===== config.mk =====
export PLATFORM = sky130hd
export DESIGN_NAME = axis_descaler
export DESIGN_NICKNAME = d
export VERILOG_FILES = /design/src/rtl/axis_descaler.sv
export SDC_FILE = /design/constraint.sdc
export NUM_CORES = 1
export LEC_CHECK = 0
export CORE_MARGIN = 3
export CORE_UTILIZATION = 30
export DETAILED_ROUTE_END_ITERATION = 7
export SLEW_MARGIN = 20
export SYNTH_ARGS = -nofsm -noshare
export SYNTH_HDL_FRONTEND = slang
export SYNTH_SLANG_ARGS = --single-unit

===== constraint.sdc =====
create_clock -name aclk -period 5.9 [get_ports aclk]
set_clock_uncertainty 0.05 [all_clocks]
set_input_delay 0.885 -clock aclk [delete_from_list [all_inputs] [get_ports aclk]]
set_output_delay 0.885 -clock aclk [all_outputs]
set_load 0.05 [all_outputs]

===== src/rtl/axis_descaler.sv =====
// axis_descaler: recovers a raw sample x = offset + y * 2^(W-2) / scale from a
// scaled AXI-Stream sample y. A restoring divider produces one quotient bit per
// cycle; only one sample is in flight at a time, with full backpressure.
module axis_descaler #(
    parameter int AXIS_TDATA_WIDTH = 14
) (
    input  logic                            aclk,
    input  logic                            areset,
    input  logic [2*AXIS_TDATA_WIDTH-1:0]   cfg_data,
    input  logic [AXIS_TDATA_WIDTH-1:0]     s_axis_tdata,
    input  logic                            s_axis_tvalid,
    output logic                            s_axis_tready,
    output logic [AXIS_TDATA_WIDTH-1:0]     m_axis_tdata,
    output logic                            m_axis_tvalid,
    input  logic                            m_axis_tready,
    output logic                            sts_sat
);
    localparam int W  = AXIS_TDATA_WIDTH;
    localparam int DW = 2 * W - 2;          // dividend / quotient width, also divider length
    localparam int RW = 2 * W + 1;          // width of the offset + quotient sum
    localparam int CW = $clog2(DW);

    localparam logic [CW-1:0]        CNT_LAST = CW'(DW - 1);
    localparam logic signed [RW-1:0] R_MAX    = RW'(2 ** (W - 1) - 1);
    localparam logic signed [RW-1:0] R_MIN    = RW'(-(2 ** (W - 1)));
    localparam logic [W-1:0]         O_MAX    = {1'b0, {(W - 1){1'b1}}};
    localparam logic [W-1:0]         O_MIN    = {1'b1, {(W - 1){1'b0}}};

    typedef enum logic [1:0] {
        IDLE = 2'd0,
        DIV  = 2'd1,
        FIX  = 2'd2,
        OUT  = 2'd3
    } state_t;

    state_t          state_q, state_d;
    logic            ready_q, ready_d;
    logic            valid_q, valid_d;
    logic [W-1:0]    tdata_q, tdata_d;
    logic            sat_q, sat_d;
    logic            sign_q, sign_d;
    logic            y_neg_q, y_neg_d;
    logic            zero_q, zero_d;
    logic [W-1:0]    offset_q, offset_d;
    logic [W-1:0]    divisor_q, divisor_d;
    logic [DW-1:0]   dividend_q, dividend_d;
    logic [W:0]      rem_q, rem_d;
    logic [DW-1:0]   quot_q, quot_d;
    logic [CW-1:0]   cnt_q, cnt_d;

    logic [W-1:0]    in_scale;
    logic [W-1:0]    in_offset;
    logic [W:0]      y_ext, scale_ext;
    logic [W:0]      y_abs, scale_abs;
    logic [W:0]      rem_shift, rem_sub;
    logic            take;
    logic [RW-1:0]   offset_ext, q_ext, q_signed;
    logic signed [RW-1:0] r_sum;

    // Magnitudes are formed one bit wider than the sample so -2^(W-1) stays exact.
    always_comb begin
        in_scale  = cfg_data[W-1:0];
        in_offset = cfg_data[2*W-1:W];
        y_ext     = {s_axis_tdata[W-1], s_axis_tdata};
        scale_ext = {in_scale[W-1], in_scale};
        y_abs     = s_axis_tdata[W-1] ? ((W + 1)'(0) - y_ext) : y_ext;
        scale_abs = in_scale[W-1] ? ((W + 1)'(0) - scale_ext) : scale_ext;
    end

    // One restoring-division step: shift in the next dividend bit, subtract if it fits.
    always_comb begin
        rem_shift = (W + 1)'({rem_q, dividend_q[DW-1]});
        rem_sub   = rem_shift - {1'b0, divisor_q};
        take      = (rem_shift >= {1'b0, divisor_q});
    end

    // Signed recombination of the unsigned quotient with the offset at full width.
    always_comb begin
        offset_ext = {{(W + 1){offset_q[W-1]}}, offset_q};
        q_ext      = {3'b000, quot_q};
        q_signed   = sign_q ? (RW'(0) - q_ext) : q_ext;
        r_sum      = offset_ext + q_signed;
    end

    // Next-state and datapath control for IDLE -> DIV -> FIX -> OUT -> IDLE.
    always_comb begin
        state_d    = state_q;
        tdata_d    = tdata_q;
        sat_d      = sat_q;
        sign_d     = sign_q;
        y_neg_d    = y_neg_q;
        zero_d     = zero_q;
        offset_d   = offset_q;
        divisor_d  = divisor_q;
        dividend_d = dividend_q;
        rem_d      = rem_q;
        quot_d     = quot_q;
        cnt_d      = cnt_q;
        ready_d    = 1'b0;
        valid_d    = 1'b0;

        case (state_q)
            IDLE: begin
                if (s_axis_tvalid && ready_q) begin
                    sign_d     = s_axis_tdata[W-1] ^ in_scale[W-1];
                    y_neg_d    = s_axis_tdata[W-1];
                    zero_d     = (in_scale == '0);
                    offset_d   = in_offset;
                    divisor_d  = W'(scale_abs);
                    dividend_d = DW'({y_abs, {(W - 2){1'b0}}});
                    rem_d      = '0;
                    quot_d     = '0;
                    cnt_d      = '0;
                    state_d    = (in_scale == '0) ? FIX : DIV;
                end
            end
            DIV: begin
                rem_d      = take ? rem_sub : rem_shift;
                quot_d     = {quot_q[DW-2:0], take};
                dividend_d = {dividend_q[DW-2:0], 1'b0};
                if (cnt_q == CNT_LAST) begin
                    state_d = FIX;
                end else begin
                    cnt_d = cnt_q + 1'b1;
                end
            end
            FIX: begin
                if (zero_q) begin
                    tdata_d = y_neg_q ? O_MIN : O_MAX;
                    sat_d   = 1'b1;
                end else if (r_sum > R_MAX) begin
                    tdata_d = O_MAX;
                    sat_d   = 1'b1;
                end else if (r_sum < R_MIN) begin
                    tdata_d = O_MIN;
                    sat_d   = 1'b1;
                end else begin
                    tdata_d = r_sum[W-1:0];
                    sat_d   = 1'b0;
                end
                state_d = OUT;
            end
            OUT: begin
                if (m_axis_tready) begin
                    state_d = IDLE;
                end
            end
            default: state_d = IDLE;
        endcase

        // Handshake flags are registered copies of the upcoming state, so input
        // ready stays low until the first edge after reset is released.
        ready_d = (state_d == IDLE);
        valid_d = (state_d == OUT);
    end

    // State and datapath registers; reset abandons any sample in flight.
    always_ff @(posedge aclk or posedge areset) begin
        if (areset) begin
            state_q    <= IDLE;
            ready_q    <= 1'b0;
            valid_q    <= 1'b0;
            tdata_q    <= '0;
            sat_q      <= 1'b0;
            sign_q     <= 1'b0;
            y_neg_q    <= 1'b0;
            zero_q     <= 1'b0;
            offset_q   <= '0;
            divisor_q  <= '0;
            dividend_q <= '0;
            rem_q      <= '0;
            quot_q     <= '0;
            cnt_q      <= '0;
        end else begin
            state_q    <= state_d;
            ready_q    <= ready_d;
            valid_q    <= valid_d;
            tdata_q    <= tdata_d;
            sat_q      <= sat_d;
            sign_q     <= sign_d;
            y_neg_q    <= y_neg_d;
            zero_q     <= zero_d;
            offset_q   <= offset_d;
            divisor_q  <= divisor_d;
            dividend_q <= dividend_d;
            rem_q      <= rem_d;
            quot_q     <= quot_d;
            cnt_q      <= cnt_d;
        end
    end

    assign s_axis_tready = ready_q;
    assign m_axis_tvalid = valid_q;
    assign m_axis_tdata  = tdata_q;
    assign sts_sat       = sat_q;

endmodule


## After elaboration in Yosys (flattened, before gate mapping)

Cells that the tools add are included.

| cells by class | value |
|---|---|
| order comparisons | 3 |
| $add $sub $neg | 6 |
| bitwise operators | 1 |
| reduce and logical (&&, ||, !) cells | 8 |
| equality and inequality tests | 7 |
| mux-type cells | 25 |

Operators by type and width:

| kind | count |
|---|---|
| 2-to-1 mux 14 bit | 8 |
| case mux 26 bit (2 select lines) | 2 |
| 2-to-1 mux 26 bit | 2 |
| adder 29 bit | 1 |
| > comparator 29 x 14 -> 1 bit (second input constant) | 1 |
| < comparator 29 x 14 -> 1 bit (second input constant) | 1 |
| 2-to-1 mux 29 bit | 1 |
| case mux 14 bit (2 select lines) | 1 |
| subtractor 1 x 14 -> 14 bit (first input constant) | 2 |
| subtractor 1 x 26 -> 27 bit (first input constant) | 1 |
| >= comparator 15 x 14 -> 1 bit | 1 |
| logical NOT 14 bit | 1 |
| subtractor 14 bit | 1 |
| 2-to-1 mux 5 bit | 2 |
| case mux 5 bit (2 select lines) | 1 |
| 2-to-1 mux 2 bit | 4 |
| case mux 2 bit (4 select lines) | 1 |
| equality test 2 bit (second input constant) | 3 |
| adder 5 x 1 -> 5 bit (second input constant) | 1 |
| equality test 5 bit (second input constant) | 1 |
| logical NOT 2 bit | 2 |
| inequality test 2 bit (second input constant) | 2 |
| AND reduction 2 bit | 2 |
| 2-to-1 mux 1 bit | 3 |
| 5 further kinds | 5 |

| word-level totals | value |
|---|---|
| output and inout bits | 17 |
| flip-flop bits (word level) | 121 |

## Longest topological paths before layout

Gate-level depths: netlist (run 1).

| depth | value |
|---|---|
| depth in word-level cells | 7 |
| mapped depth | 21 |
| depth with buffers taken out | 20 |

## Worst setup path after synthesis (run 1)

Ideal clock, no wire load.

| path | value |
|---|---|
| kind | reg-to-reg |
| from | register quot_q[12] |
| to | register tdata_q[0] (netlist: m_axis_tdata[0]) |
| clock period less this slack | 5.282 ns |
| setup slack | 0.618 ns |
| data required time | 5.729 ns |
| buffers on the path | 2 |
| data arrival time | 5.111 ns |
| stages on the path, launching flop included | 21 |
| cells stage by stage | dfrtp_1 > or4_1 > or4_1 > or2_1 > or4_1 > o31a_1 > a21oi_1 > xnor2_1 > ha_1 > clkbuf_1 > inv_1 > nor3_1 > nand3_1 > a211oi_1 > nor3_1 > xnor2_1 > or4_1 > nor4b_2 > o21a_2 > buf_12 > a21oi_2 |

| on the way | value |
|---|---|
| cells in the longest elaborated chain, start to end | 7 |
| elaborated cells between the ends (all ways) | 8 |
| those cells by class | add/sub: 2; order compare: 2; mux: 4 |

Ends and longest elaborated chain:

| item | RTL line | RTL |
|---|---|---|
| start, declared | 48 | `logic [DW-1:0] quot_q, quot_d;` |
| start signal, assigned | 187 | `quot_q <= quot_d;` |
| subtractor 1 x 26 -> 27 bit | 81 | `q_signed = sign_q ? (RW'(0) - q_ext) : q_ext;` |
| 2-to-1 mux 29 bit (*) | 81 |  |
| adder 29 bit (*) | 82 | `r_sum = offset_ext + q_signed;` |
| < comparator 29 x 14 -> 1 bit | 134 | `end else if (r_sum < R_MIN) begin` |
| 2-to-1 mux 14 bit | 134 |  |
| 2-to-1 mux 14 bit (*) | 131 | `end else if (r_sum > R_MAX) begin` |
| 2-to-1 mux 14 bit (*) | 128 | `if (zero_q) begin` |
| end signal, assigned | 178 | `tdata_q <= tdata_d;` |
| end, declared | 39 | `logic [W-1:0] tdata_q, tdata_d;` |

Mark *: on every way between the ends. The rest lies on a longest branch, timed or not.
A chain may end at the register's enable or synchronous reset.

## Final worst setup path (run 1)

| path | value |
|---|---|
| from | register quot_q[12] |
| to | register tdata_q[12] (netlist: m_axis_tdata[12]) |

The elaborated chain is that of the path after synthesis.

==> impl_results.md, run 1 <==
* Drt total wl at 20200 microns
* Vias post-DR at 7087
* Warnings from Yosys at 0
* Clk buf depth at 2
* Drt wl/cell at 14.8 microns
* Maximum fanout along the worst path at 10
* # diodes at 0
* First-pass DRT Iterations at 5
* Number of antenna violations at the first check in global routing at 0
* Element type at the critical path start: flip-flop
* Synth Register Bits at 109
* Top cells by area in the synthesized netlist: sky130_fd_sc_hd__dfrtp_1 34%, sky130_fd_sc_hd__nand2_1 8.4%, sky130_fd_sc_hd__ha_1 7.5%
* Normalized max-slew margin at 0.283
* Maximum achievable frequency at 0.178 GHz
* Final Wtd Congestion at 0.904
* Post-synthesis to final-layout area growth at 16.5%
* Area post-placement at 0.00890 sq mm
* NumNets Final at 1119
* Cell types with the highest counts after synthesis: 179 x sky130_fd_sc_hd__nand2_1, 109 x sky130_fd_sc_hd__dfrtp_1, 107 x sky130_fd_sc_hd__o21ai_0
* X dimension of the die at 169 microns
* Max-cap check violation count at 0
* Share of cells above drive strength 1 at 0.0652
* Worst setup timing slack at the placement stage at -23.9 ps
* Count of input and output buffers at 62
* Post-synth design cell area at 0.00799 sq mm
* Sum of net half-perimeters after detailed placement at 14900 microns
* Synth Flop Type: sky130_fd_sc_hd__dfrtp_1
* GRT Residual Overflow at 0
* Proportion of synthesized chip area in sequential cells at 0.341
* Number of distinct standard cells referenced by the synthesized netlist at 67
* Final worst path period share at 0.954
* Library cell with the highest instance count after synthesis: sky130_fd_sc_hd__nand2_1
* Post-route cell area at 0.00931 sq mm
* Detail-routed via count per cell at 5.20
* Core Util, Final at 0.356
* Overall die area at 0.0286 sq mm
* Launch point of the worst hold path: divisor_q[9]
* Gr usage total at 0.141
* Post-layout minimum cycle time at 5630 ps
* Required time at the worst-slack endpoint at 6090 ps
* Cell accounting for the most synthesized area: sky130_fd_sc_hd__dfrtp_1
* Wire length of the first global-routing pass at 33600 microns
* Worst path arrival time at 5820 ps
* Worst Setup End Kind: flip-flop
* Clock slew seen by the registers of the worst setup and hold paths at 80 ps
* Met2 Usage GRT at 0.235
* Die Span Y at 169 microns
* Setup slack of the most critical reg-to-reg path at 270 ps
* Instance count of the mapped netlist at 987
* EDFF count, synth at 0
* CTS Root Cell: sky130_fd_sc_hd__clkbuf_16
* Setup violation total in the final timing report at 0
* Critical R2R Launch: quot_q[12]
* DR iter-0 viols at 439
* Standard-cell rows at 59
* Highest-utilization routing layer at the global route stage: met2
* Number of placed instances with taps included at 1343
* Endpoint of the worst hold path: divisor_q[9]
* Run status: finished, final reports clean
* CTS tree: built
* Drt drc at 0
* Number of global-route vias before repair at 6812
* Met3 layer usage reported by global route at 0.0240
* Met1 Use GR at 0.192
* Clock Sink Count at 109
* Final antenna-violating net count at 0
* Initial cell density of the core at 0.306
* Classification of the worst setup path: reg2reg
* Class of the worst hold path: reg2reg
* FF-to-FF path depth at 17
* Avg Synthesized Cell Area at 8.09 sq um
* Non-filler cells, final at 1363
* Skew-Pair Late Insertion Delay at 360 ps
* Number of nets in the synthesized netlist at 1083
* Least setup slack across all paths after layout at 273 ps
* Reg2reg end: m_axis_tdata[12]
* Area share of the largest cell type after synthesis at 0.341
* Depth of the CTS H-tree at 3
* Maximum number of pins on one net before global-route repair at 74
* Area of the core region at 0.0261 sq mm
* Final hold viol count at 0
* Worst hold path cell count at 2
* Num CTS Buffers at 9
* Fraction of registers with async set or reset after synthesis at 1.00
* Worst setup path startpoint: quot_q[12]
* Top-Level Pins at 63
* Final Max Tran Viols at 0
* Tightest Pin Transition at 1070 ps
## cell families after synthesis
family,share of synthesized area
AOI/OAI and AO/OA,0.226
xor gates and xnor gates,0.0768
adders and majority gates,0.0802
buffers and inverters,0.0414
DFF,0.341
muxes,0.0103
and+or+nand+nor,0.224
## what timing repair did
item / CTS / global route
hold buffers: 0 / 0
gates cloned: 0 / 2
endpoints found under the setup margin: 13 / 14
pin swaps: 0 / 6
resized for setup: 1 / 12
buffers inserted: 0 / 2
## through the flow
| stage | TNS (ps) | hold WS (ps) |
|---|---|---|
| 3_3_place_gp | 0 | 418 |
| 5_1_grt | -202 | 462 |
| 2_1_floorplan | 0 | 400 |
| 6_report | 0 | 435 |
| 4_1_cts | 0 | 442 |
| 3_5_place_dp | -34.0 | 423 |
## cell type report
type | instances | area (sq um)
multi-input cells | 797 | 5030
inverters | 35 | 134
flip-flops and latches | 109 | 2730
clock buffers | 11 | 253
fillers | 2754 | 16800
well taps | 335 | 419
repair buffers | 71 | 688
clock inverters | 5 | 58.8
## metal layers
metal / vias up / wire, microns / share of wire
met4: 0 / 228 / 0.011
met5: - / 0 / 0
met1: 3370 / 9740 / 0.48
met2: 112 / 9560 / 0.47
li1: 3589 / - / -
met3: 16 / 709 / 0.035
## how the worst max path moves through the flow
| stage | endpoint | cells after the start |
|---|---|---|
| 4_1_cts | m_axis_tdata[12] | 18 |
| 5_1_grt | m_axis_tdata[12] | 19 |
| 3_5_place_dp | m_axis_tdata[12] | 18 |
| 3_3_place_gp | m_axis_tdata[12] | 18 |
| 6_report | m_axis_tdata[12] | 17 |
| 2_1_floorplan | m_axis_tdata[0] | 20 |
## cells in the final DEF, fill, tap and decap left out, types with 10 or more instances in the layout
master and count:
sky130_fd_sc_hd__a21oi_2 11, sky130_fd_sc_hd__nand2_1 178, sky130_fd_sc_hd__o21ai_0 106, sky130_fd_sc_hd__inv_1 34, sky130_fd_sc_hd__clkdlybuf4s50_1 62, sky130_fd_sc_hd__nand2b_1 16
sky130_fd_sc_hd__nor2_1 56, sky130_fd_sc_hd__nand3_1 37, sky130_fd_sc_hd__o31ai_1 17, sky130_fd_sc_hd__ha_1 48, sky130_fd_sc_hd__a21o_1 18, sky130_fd_sc_hd__dfrtp_1 109
sky130_fd_sc_hd__or3_1 10, sky130_fd_sc_hd__a22oi_1 11, sky130_fd_sc_hd__a21oi_1 44, sky130_fd_sc_hd__nand4_1 15, sky130_fd_sc_hd__xor2_1 30, sky130_fd_sc_hd__nor3_1 17
sky130_fd_sc_hd__xnor2_1 40
## sequential cells by signal (all words and copies together) (netlist names)
register / count
m_axis_tdata: 14
quot_q: 26
divisor_q: 14
dividend_q: 14
rem_q: 14
zero_q: 1
sts_sat: 1
s_axis_tready: 1
offset_q: 14
y_neg_q: 1
m_axis_tvalid: 1
state_q: 2
sign_q: 1
cnt_q: 5
## worst max-delay path, cell delays in order, from the launching register on
cell	delay [ps]
sky130_fd_sc_hd__dfrtp_1	430
sky130_fd_sc_hd__or4_4	570
sky130_fd_sc_hd__or4_1	430
sky130_fd_sc_hd__or2_1	260
sky130_fd_sc_hd__or4_1	440
sky130_fd_sc_hd__o31a_1	300
sky130_fd_sc_hd__xor2_1	160
sky130_fd_sc_hd__ha_1	400
sky130_fd_sc_hd__a21o_1	230
sky130_fd_sc_hd__a2111oi_0	510
sky130_fd_sc_hd__o31ai_1	150
sky130_fd_sc_hd__nor3_1	260
sky130_fd_sc_hd__xnor2_1	120
sky130_fd_sc_hd__or4_1	460
sky130_fd_sc_hd__nor4b_4	280
sky130_fd_sc_hd__buf_4	180
sky130_fd_sc_hd__o21a_4	200
sky130_fd_sc_hd__a21oi_1	80
Power of run 1 is left out: the tool's default activity adds up to more than one toggle a clock period on the data nets, which glitch-free logic cannot reach.
==> run 2, diff against run 1 <==
--- a/config.mk
+++ b/config.mk
@@ -8,6 +8,7 @@
 export CORE_MARGIN = 3
 export CORE_UTILIZATION = 30
 export DETAILED_ROUTE_END_ITERATION = 7
+export RECOVER_POWER = 25
 export SLEW_MARGIN = 20
 export SYNTH_ARGS = -nofsm -noshare
 export SYNTH_HDL_FRONTEND = slang
==> constraint.sdc (replaced) <==
create_clock -name aclk -period 7.1 [get_ports aclk]
set_clock_uncertainty 0.05 [all_clocks]
set_input_delay 1.065 -clock aclk [delete_from_list [all_inputs] [get_ports aclk]]
set_output_delay 1.065 -clock aclk [all_outputs]
set_load 0.05 [all_outputs]
==> impl_results.md, run 2 (same netlist as run 1, synthesis figures left out) <==
* Detail-routed via count per cell at 5.22 (+0.35%)
* Required time at the worst-slack endpoint at 7270 ps (+1180 ps)
* Maximum number of pins on one net before global-route repair at 85 (+15%)
* Final hold viol count at 0 (unchanged)
* GRT Residual Overflow at 0 (unchanged)
* Standard-cell rows at 59 (unchanged)
* Post-CTS setup buffer count at 0 (unchanged)
* RSZ-0062 raised after global routing: false
* Skew-Pair Late Insertion Delay at 360 ps (about the same)
* Most frequent standard cell in the layout excluding fill and tap cells: sky130_fd_sc_hd__nand2_1
* Number of buffers and inverters on the critical path at 1 (unchanged)
* Area of the core region at 0.0261 sq mm (unchanged)
* Number of antenna violations at the first check in global routing at 0 (unchanged)
* Gr usage total at 0.144 (+0.00278)
* Class of the worst hold path: reg2reg
* Drt wl/cell at 14.7 microns (-0.72%)
* Slowest-stage cell, CP: sky130_fd_sc_hd__or4_1
* Depth of the CTS H-tree at 3 (unchanged)
* Wire length of the first global-routing pass at 34300 microns (+2.1%)
* Most frequent cell on the critical path: sky130_fd_sc_hd__or4_1
* Cell breakdown of the critical path: or4_1 > or4_1 > or2_1 > or4_1 > or3_1 > o31ai_1 > xnor2_1 > ha_1 > inv_1 > nor3_1 > nand3_1 > a211oi_1 > nor3_1 > xnor2_1 > or4_1 > nor4b_2 > o21a_2 > a21oi_1
* Element type at the critical path start: flip-flop
* Maximum achievable frequency at 0.169 GHz (-4.8%)
* Reg2reg end: m_axis_tdata[11]
* Worst stage delay on the critical path at 580 ps (about the same)
* Initial cell density of the core at 0.306 (unchanged)
* Setup slack of the most critical reg-to-reg path at 1190 ps (+910 ps)
* Final setup TNS at 0 ps (unchanged)
* Clock slew seen by the registers of the worst setup and hold paths at 80 ps (about the same)
* Worst hold path cell count at 2 (unchanged)
* Highest routing layer actually used: met4
* Launch point of the worst hold path: divisor_q[6]
* Normalized max-slew margin at -1.48 (-1.76)
* Number of hold buffers added after CTS at 0 (unchanged)
* Commonest cells after routing, fill and taps aside: 179 x sky130_fd_sc_hd__nand2_1, 109 x sky130_fd_sc_hd__dfrtp_1, 107 x sky130_fd_sc_hd__o21ai_0, 58 x sky130_fd_sc_hd__clkdlybuf4s50_1, 56 x sky130_fd_sc_hd__nor2_1
* Final antenna-violating net count at 0 (unchanged)
* Sum of net half-perimeters after detailed placement at 14900 microns (about the same)
* Share of cells above drive strength 1 at 0.0500 (-0.0152)
* Vias post-DR at 7075 (-0.17%)
* Least setup slack across all paths after layout at 1190 ps (+914 ps)
* Post-layout minimum cycle time at 5910 ps (+286 ps)
* Clk buf depth at 2 (unchanged)
* Maximum fanout along the worst path at 13 (+3)
* Final worst path period share at 0.833 (-0.121)
* Met2 layer wire length in the routed design at 9280 microns (-2.9%)
* Die Span Y at 169 microns (unchanged)
* Setup violation total in the final timing report at 0 (unchanged)
* Number of global-route vias before repair at 6954 (+2.1%)
* Number of flip-flops under the largest register name at 26 (unchanged)
* Final Max Tran Viols at 159 (+159)
* Wl on met1 at 9610 microns (-1.3%)
* Max-cap check violation count at 2 (+2)
* DR iter-0 viols at 477 (+8.7%)
* Top-Level Pins at 63 (unchanged)
* Classification of the worst setup path: reg2reg
* Run status: finished with violations
* First-pass DRT Iterations at 6 (+1)
* NumNets Final at 1112 (-0.63%)
* Register bank with the most flops: quot_q
* Drt total wl at 20000 microns (-1.2%)
* Amount of wire on met3 after detailed routing at 802 microns (+13%)
* Count of input and output buffers at 62 (unchanged)
* Critical R2R Launch: quot_q[11]
* Worst path arrival time at 6080 ps (+260 ps)
* Endpoint of the worst hold path: divisor_q[6]
* Overall die area at 0.0286 sq mm (unchanged)
* Worst Setup End Kind: flip-flop
* X dimension of the die at 169 microns (unchanged)
* # diodes at 0 (unchanged)
* CTS resizes at 0 (-1)
* FF-to-FF path depth at 18 (+1)
* Cell type group with the largest total delay on the critical path: simple AND/OR/NAND/NOR gates
* CTS Root Cell: sky130_fd_sc_hd__clkbuf_16
* Num CTS Buffers at 9 (unchanged)
* Worst setup timing slack at the placement stage at 1210 ps (+1230 ps)
* Tightest Pin Transition at 3710 ps (+2640 ps)
* Post-synthesis to final-layout area growth at 14.9%
* Violations in the final reports: max-capacitance violations, max-slew violations
* Final Wtd Congestion at 0.910 (+0.67%)
* CTS tree: built
* Drt drc at 0 (unchanged)
* Clock Sink Count at 109 (unchanged)
==> run 2: cell count changes in the layout (fill, tap and decap cells not counted), sizes merged, moves of 2 or more <==
cell	previous run	this run
dlygate4sd3	0	4
buf	9	2
clkdlybuf4s50	62	58
inv	35	37
==> run 2: through the flow <==
step / hold WS (ps) / cell area (sq um) / std cells / util
after floorplan: 400 / 7990 / 987 / -
after global placement: 416 / 8880 / 1340 / 0.340
after detailed placement: 420 / 8880 / 1340 / 0.340
after CTS: 439 / 9180 / 1356 / 0.351
after global routing: 469 / 9180 / 1356 / 0.351
final: 433 / 9180 / 1356 / 0.351
==> run 2: per-layer routing <==
layer / vias to the layer above / global-route usage
li1: 3573 / -
met1: 3350 / 0.192
met2: 130 / 0.241
met3: 22 / 0.0270
met4: 0 / 0.0366
met5: - / 0
==> run 2: cell type report <==
type	instances	area [sq um]
inverters	35	133
clock buffers	10	239
fillers	2750	17000
well taps	335	419
flip-flops and latches	109	2730
clock inverters	6	61.3
repair buffers	66	648
multi-input cells	795	4950
==> run 2: worst reg2reg max path: stages, from the launching register on <==
cell and delay (ps):
sky130_fd_sc_hd__dfrtp_1 430, sky130_fd_sc_hd__or4_1 580, sky130_fd_sc_hd__or4_1 430, sky130_fd_sc_hd__or2_1 270
sky130_fd_sc_hd__or4_1 440, sky130_fd_sc_hd__or3_1 380, sky130_fd_sc_hd__o31ai_1 290, sky130_fd_sc_hd__xnor2_1 100
sky130_fd_sc_hd__ha_1 360, sky130_fd_sc_hd__inv_1 120, sky130_fd_sc_hd__nor3_1 320, sky130_fd_sc_hd__nand3_1 200
sky130_fd_sc_hd__a211oi_1 250, sky130_fd_sc_hd__nor3_1 110, sky130_fd_sc_hd__xnor2_1 150, sky130_fd_sc_hd__or4_1 430
sky130_fd_sc_hd__nor4b_2 330, sky130_fd_sc_hd__o21a_2 410, sky130_fd_sc_hd__a21oi_1 120
==> run 2: how the worst max path moves through the flow <==
stage,start,endpoint,slack (ps),cells after the start
2_1_floorplan,quot_q[12],m_axis_tdata[0],1820,20
3_5_place_dp,quot_q[12],m_axis_tdata[10],1210,18
3_3_place_gp,quot_q[12],m_axis_tdata[12],1300,18
4_1_cts,quot_q[12],m_axis_tdata[11],1180,18
5_1_grt,areset,offset_q[9],470,3
6_report,quot_q[11],m_axis_tdata[11],1190,18
Power of run 2 is left out for the same reason.
==> run 3, diff against run 2 <==
==> constraint.sdc (replaced) <==
create_clock -name aclk -period 5.3 [get_ports aclk]
set_clock_uncertainty 0.05 [all_clocks]
set_input_delay 0.795 -clock aclk [delete_from_list [all_inputs] [get_ports aclk]]
set_output_delay 0.795 -clock aclk [all_outputs]
set_load 0.05 [all_outputs]
==> impl_results.md, run 3 (same netlist as run 1, synthesis figures left out) <==
* Run status: finished with violations
* Violations in the final reports: max-capacitance violations, max-slew violations, negative setup slack
* Setup slack of the most critical reg-to-reg path at -50 ps (-1240 ps)
* Maximum achievable frequency at 0.187 GHz (+10%)
* Maximum number of pins on one net before global-route repair at 67 (-21%)
* Drt drc at 0 (unchanged)
* Number of flip-flops under the largest register name at 26 (unchanged)
* Maximum fanout along the worst path at 6 (-7)
* Endpoint of the worst hold path: divisor_q[8]
* Critical R2R Launch: quot_q[12]
* Die Span Y at 169 microns (unchanged)
* Final hold viol count at 0 (unchanged)
* Initial cell density of the core at 0.306 (unchanged)
* Gr usage total at 0.146 (+0.00203)
* Clk buf depth at 2 (unchanged)
* Element type at the critical path start: flip-flop
* Cell breakdown of the critical path: or4_4 > or4_4 > or2_4 > or4_4 > or3_4 > o21ai_2 > xnor2_1 > ha_2 > a21oi_4 > o21ai_2 > buf_4 > o31ai_1 > a211oi_1 > or4_4 > nor4b_4 > o21a_2 > clkbuf_16 > a21oi_2
* NumNets Final at 1162 (+4.5%)
* Share of cells above drive strength 1 at 0.134 (+0.0836)
* Worst setup path startpoint: quot_q[12]
* DR iter-0 viols at 516 (+8.2%)
* Standard-cell rows at 59 (unchanged)
* Least setup slack across all paths after layout at -51.9 ps (-1240 ps)
* Sum of net half-perimeters after detailed placement at 15400 microns (+3.3%)
* Class of the worst hold path: reg2reg
* Launch point of the worst hold path: divisor_q[8]
* Overall die area at 0.0286 sq mm (unchanged)
* FF-to-FF path depth at 18 (unchanged)
* Number of global-route vias before repair at 7195 (+3.5%)
* Reg2reg end: m_axis_tdata[9]
* Detail-routed via count per cell at 5.11 (-2.0%)
* Worst stage delay on the critical path at 560 ps (-20 ps)
* Wire length of the first global-routing pass at 34900 microns (+1.8%)
* First-pass DRT Iterations at 5 (-1)
* Post-layout minimum cycle time at 5350 ps (-561 ps)
* Max-cap check violation count at 1 (-1)
* Vias post-DR at 7187 (+1.6%)
* Drt total wl at 20600 microns (+2.9%)
* Setup violation total in the final timing report at 13 (+13)
* Final worst path period share at 1.01 (+0.177)
* RSZ-0062 raised after global routing: true
* CTS tree: built
* # diodes at 0 (unchanged)
* Post-synthesis to final-layout area growth at 23.0%
* Worst Setup End Kind: flip-flop
* Num CTS Buffers at 9 (unchanged)
* Skew-Pair Late Insertion Delay at 360 ps (about the same)
* Required time at the worst-slack endpoint at 5490 ps (-1780 ps)
* Classification of the worst setup path: reg2reg
* CTS Root Cell: sky130_fd_sc_hd__clkbuf_16
* Count of input and output buffers at 62 (unchanged)
* Core Util, Final at 0.376 (+0.0248)
* Worst hold path cell count at 2 (unchanged)
* Number of antenna violations at the first check in global routing at 0 (unchanged)
* Clock Sink Count at 109 (unchanged)
* Final Wtd Congestion at 0.893 (-1.9%)
* Slowest-stage cell, CP: sky130_fd_sc_hd__or4_4
* Most frequent cell on the critical path: sky130_fd_sc_hd__or4_4
* Tightest Pin Transition at 2890 ps (-820 ps)
* Top-Level Pins at 63 (unchanged)
* Commonest cells after routing, fill and taps aside: 177 x sky130_fd_sc_hd__nand2_1, 109 x sky130_fd_sc_hd__dfrtp_1, 105 x sky130_fd_sc_hd__o21ai_0, 60 x sky130_fd_sc_hd__clkdlybuf4s50_1, 52 x sky130_fd_sc_hd__nor2_1
* X dimension of the die at 169 microns (unchanged)
* Most frequent standard cell in the layout excluding fill and tap cells: sky130_fd_sc_hd__nand2_1
* Normalized max-slew margin at -0.939 (+0.536)
* Final antenna-violating net count at 0 (unchanged)
* Area of the core region at 0.0261 sq mm (unchanged)
* Depth of the CTS H-tree at 3 (unchanged)
* Clock slew seen by the registers of the worst setup and hold paths at 80 ps (about the same)
* Drt wl/cell at 14.6 microns (-0.78%)
* Final Max Tran Viols at 67 (-58%)
* Worst path arrival time at 5540 ps (-540 ps)
* Register bank with the most flops: quot_q
* GRT Residual Overflow at 0 (unchanged)
run 3: changes by cell type in the layout (fill, tap and decap cells not counted), sizes merged:
cell | previous run | this run
dlygate4sd3 | 4 | 2
clkdlybuf4s50 | 58 | 60
buf | 2 | 53
dlygate4sd2 | 1 | 0
clkinv | 2 | 3
clkinvlp | 2 | 1
run 3: critical path: cells and delay by family, from the launching register on:
kind | cells | cell delay [ps]
AOI/OAI and AO/OA | 7 | 1050
xor gates and xnor gates | 1 | 140
adders and majority gates | 1 | 350
buffers and inverters | 2 | 310
DFF | 1 | 390
and+or+nand+nor | 7 | 2940
run 3: timing repair:
item	CTS	global route
hold endpoints to repair	0	0
setup endpoints to repair	14	14
pin swaps	9	28
gates resized for setup	14	42
hold buffers	0	0
cloned	0	1
buffers inserted	3	4
run 3: layout make-up:
cell class,instances,area [sq um]
clock buffer,10,239
inverter,35,133
multi-input combinational,795,5170
fill,2729,16300
timing repair buffer,116,1080
sequential,109,2730
tap,335,419
clock inverter,6,55.1
run 3: worst max-delay path by stage:
stage | end | slack (ps)
after detailed placement | sts_sat | -240
after floorplan | m_axis_tdata[0] | 20
after global routing | m_axis_tdata[9] | -250
after global placement | m_axis_tdata[10] | -140
final | m_axis_tdata[9] | -50
after CTS | m_axis_tdata[12] | -50
run 3: per-layer routing:
| layer | global-route usage | vias up | wire length [microns] |
|---|---|---|---|
| met5 | 0 | - | 0 |
| met4 | 0.0373 | 0 | 280 |
| met2 | 0.245 | 117 | 9750 |
| met1 | 0.197 | 3376 | 9770 |
| li1 | - | 3675 | - |
| met3 | 0.0233 | 19 | 755 |
run 3: metrics by stage:
| step | setup slack, ps | area [sq um] | std cells | hold slack, ps | TNS (ps) |
|---|---|---|---|---|---|
| finish | -51.9 | 9820 | 1406 | 439 | -437 |
| global route | -250 | 9820 | 1406 | 453 | -3250 |
| CTS | -50.1 | 9580 | 1401 | 444 | -509 |
| detailed placement | -235 | 9220 | 1382 | 424 | -3140 |
| global placement | -141 | 9220 | 1382 | 416 | -1850 |
| floorplan | 18.2 | 7990 | 987 | 400 | 0 |
Power of run 3 is left out for the same reason.
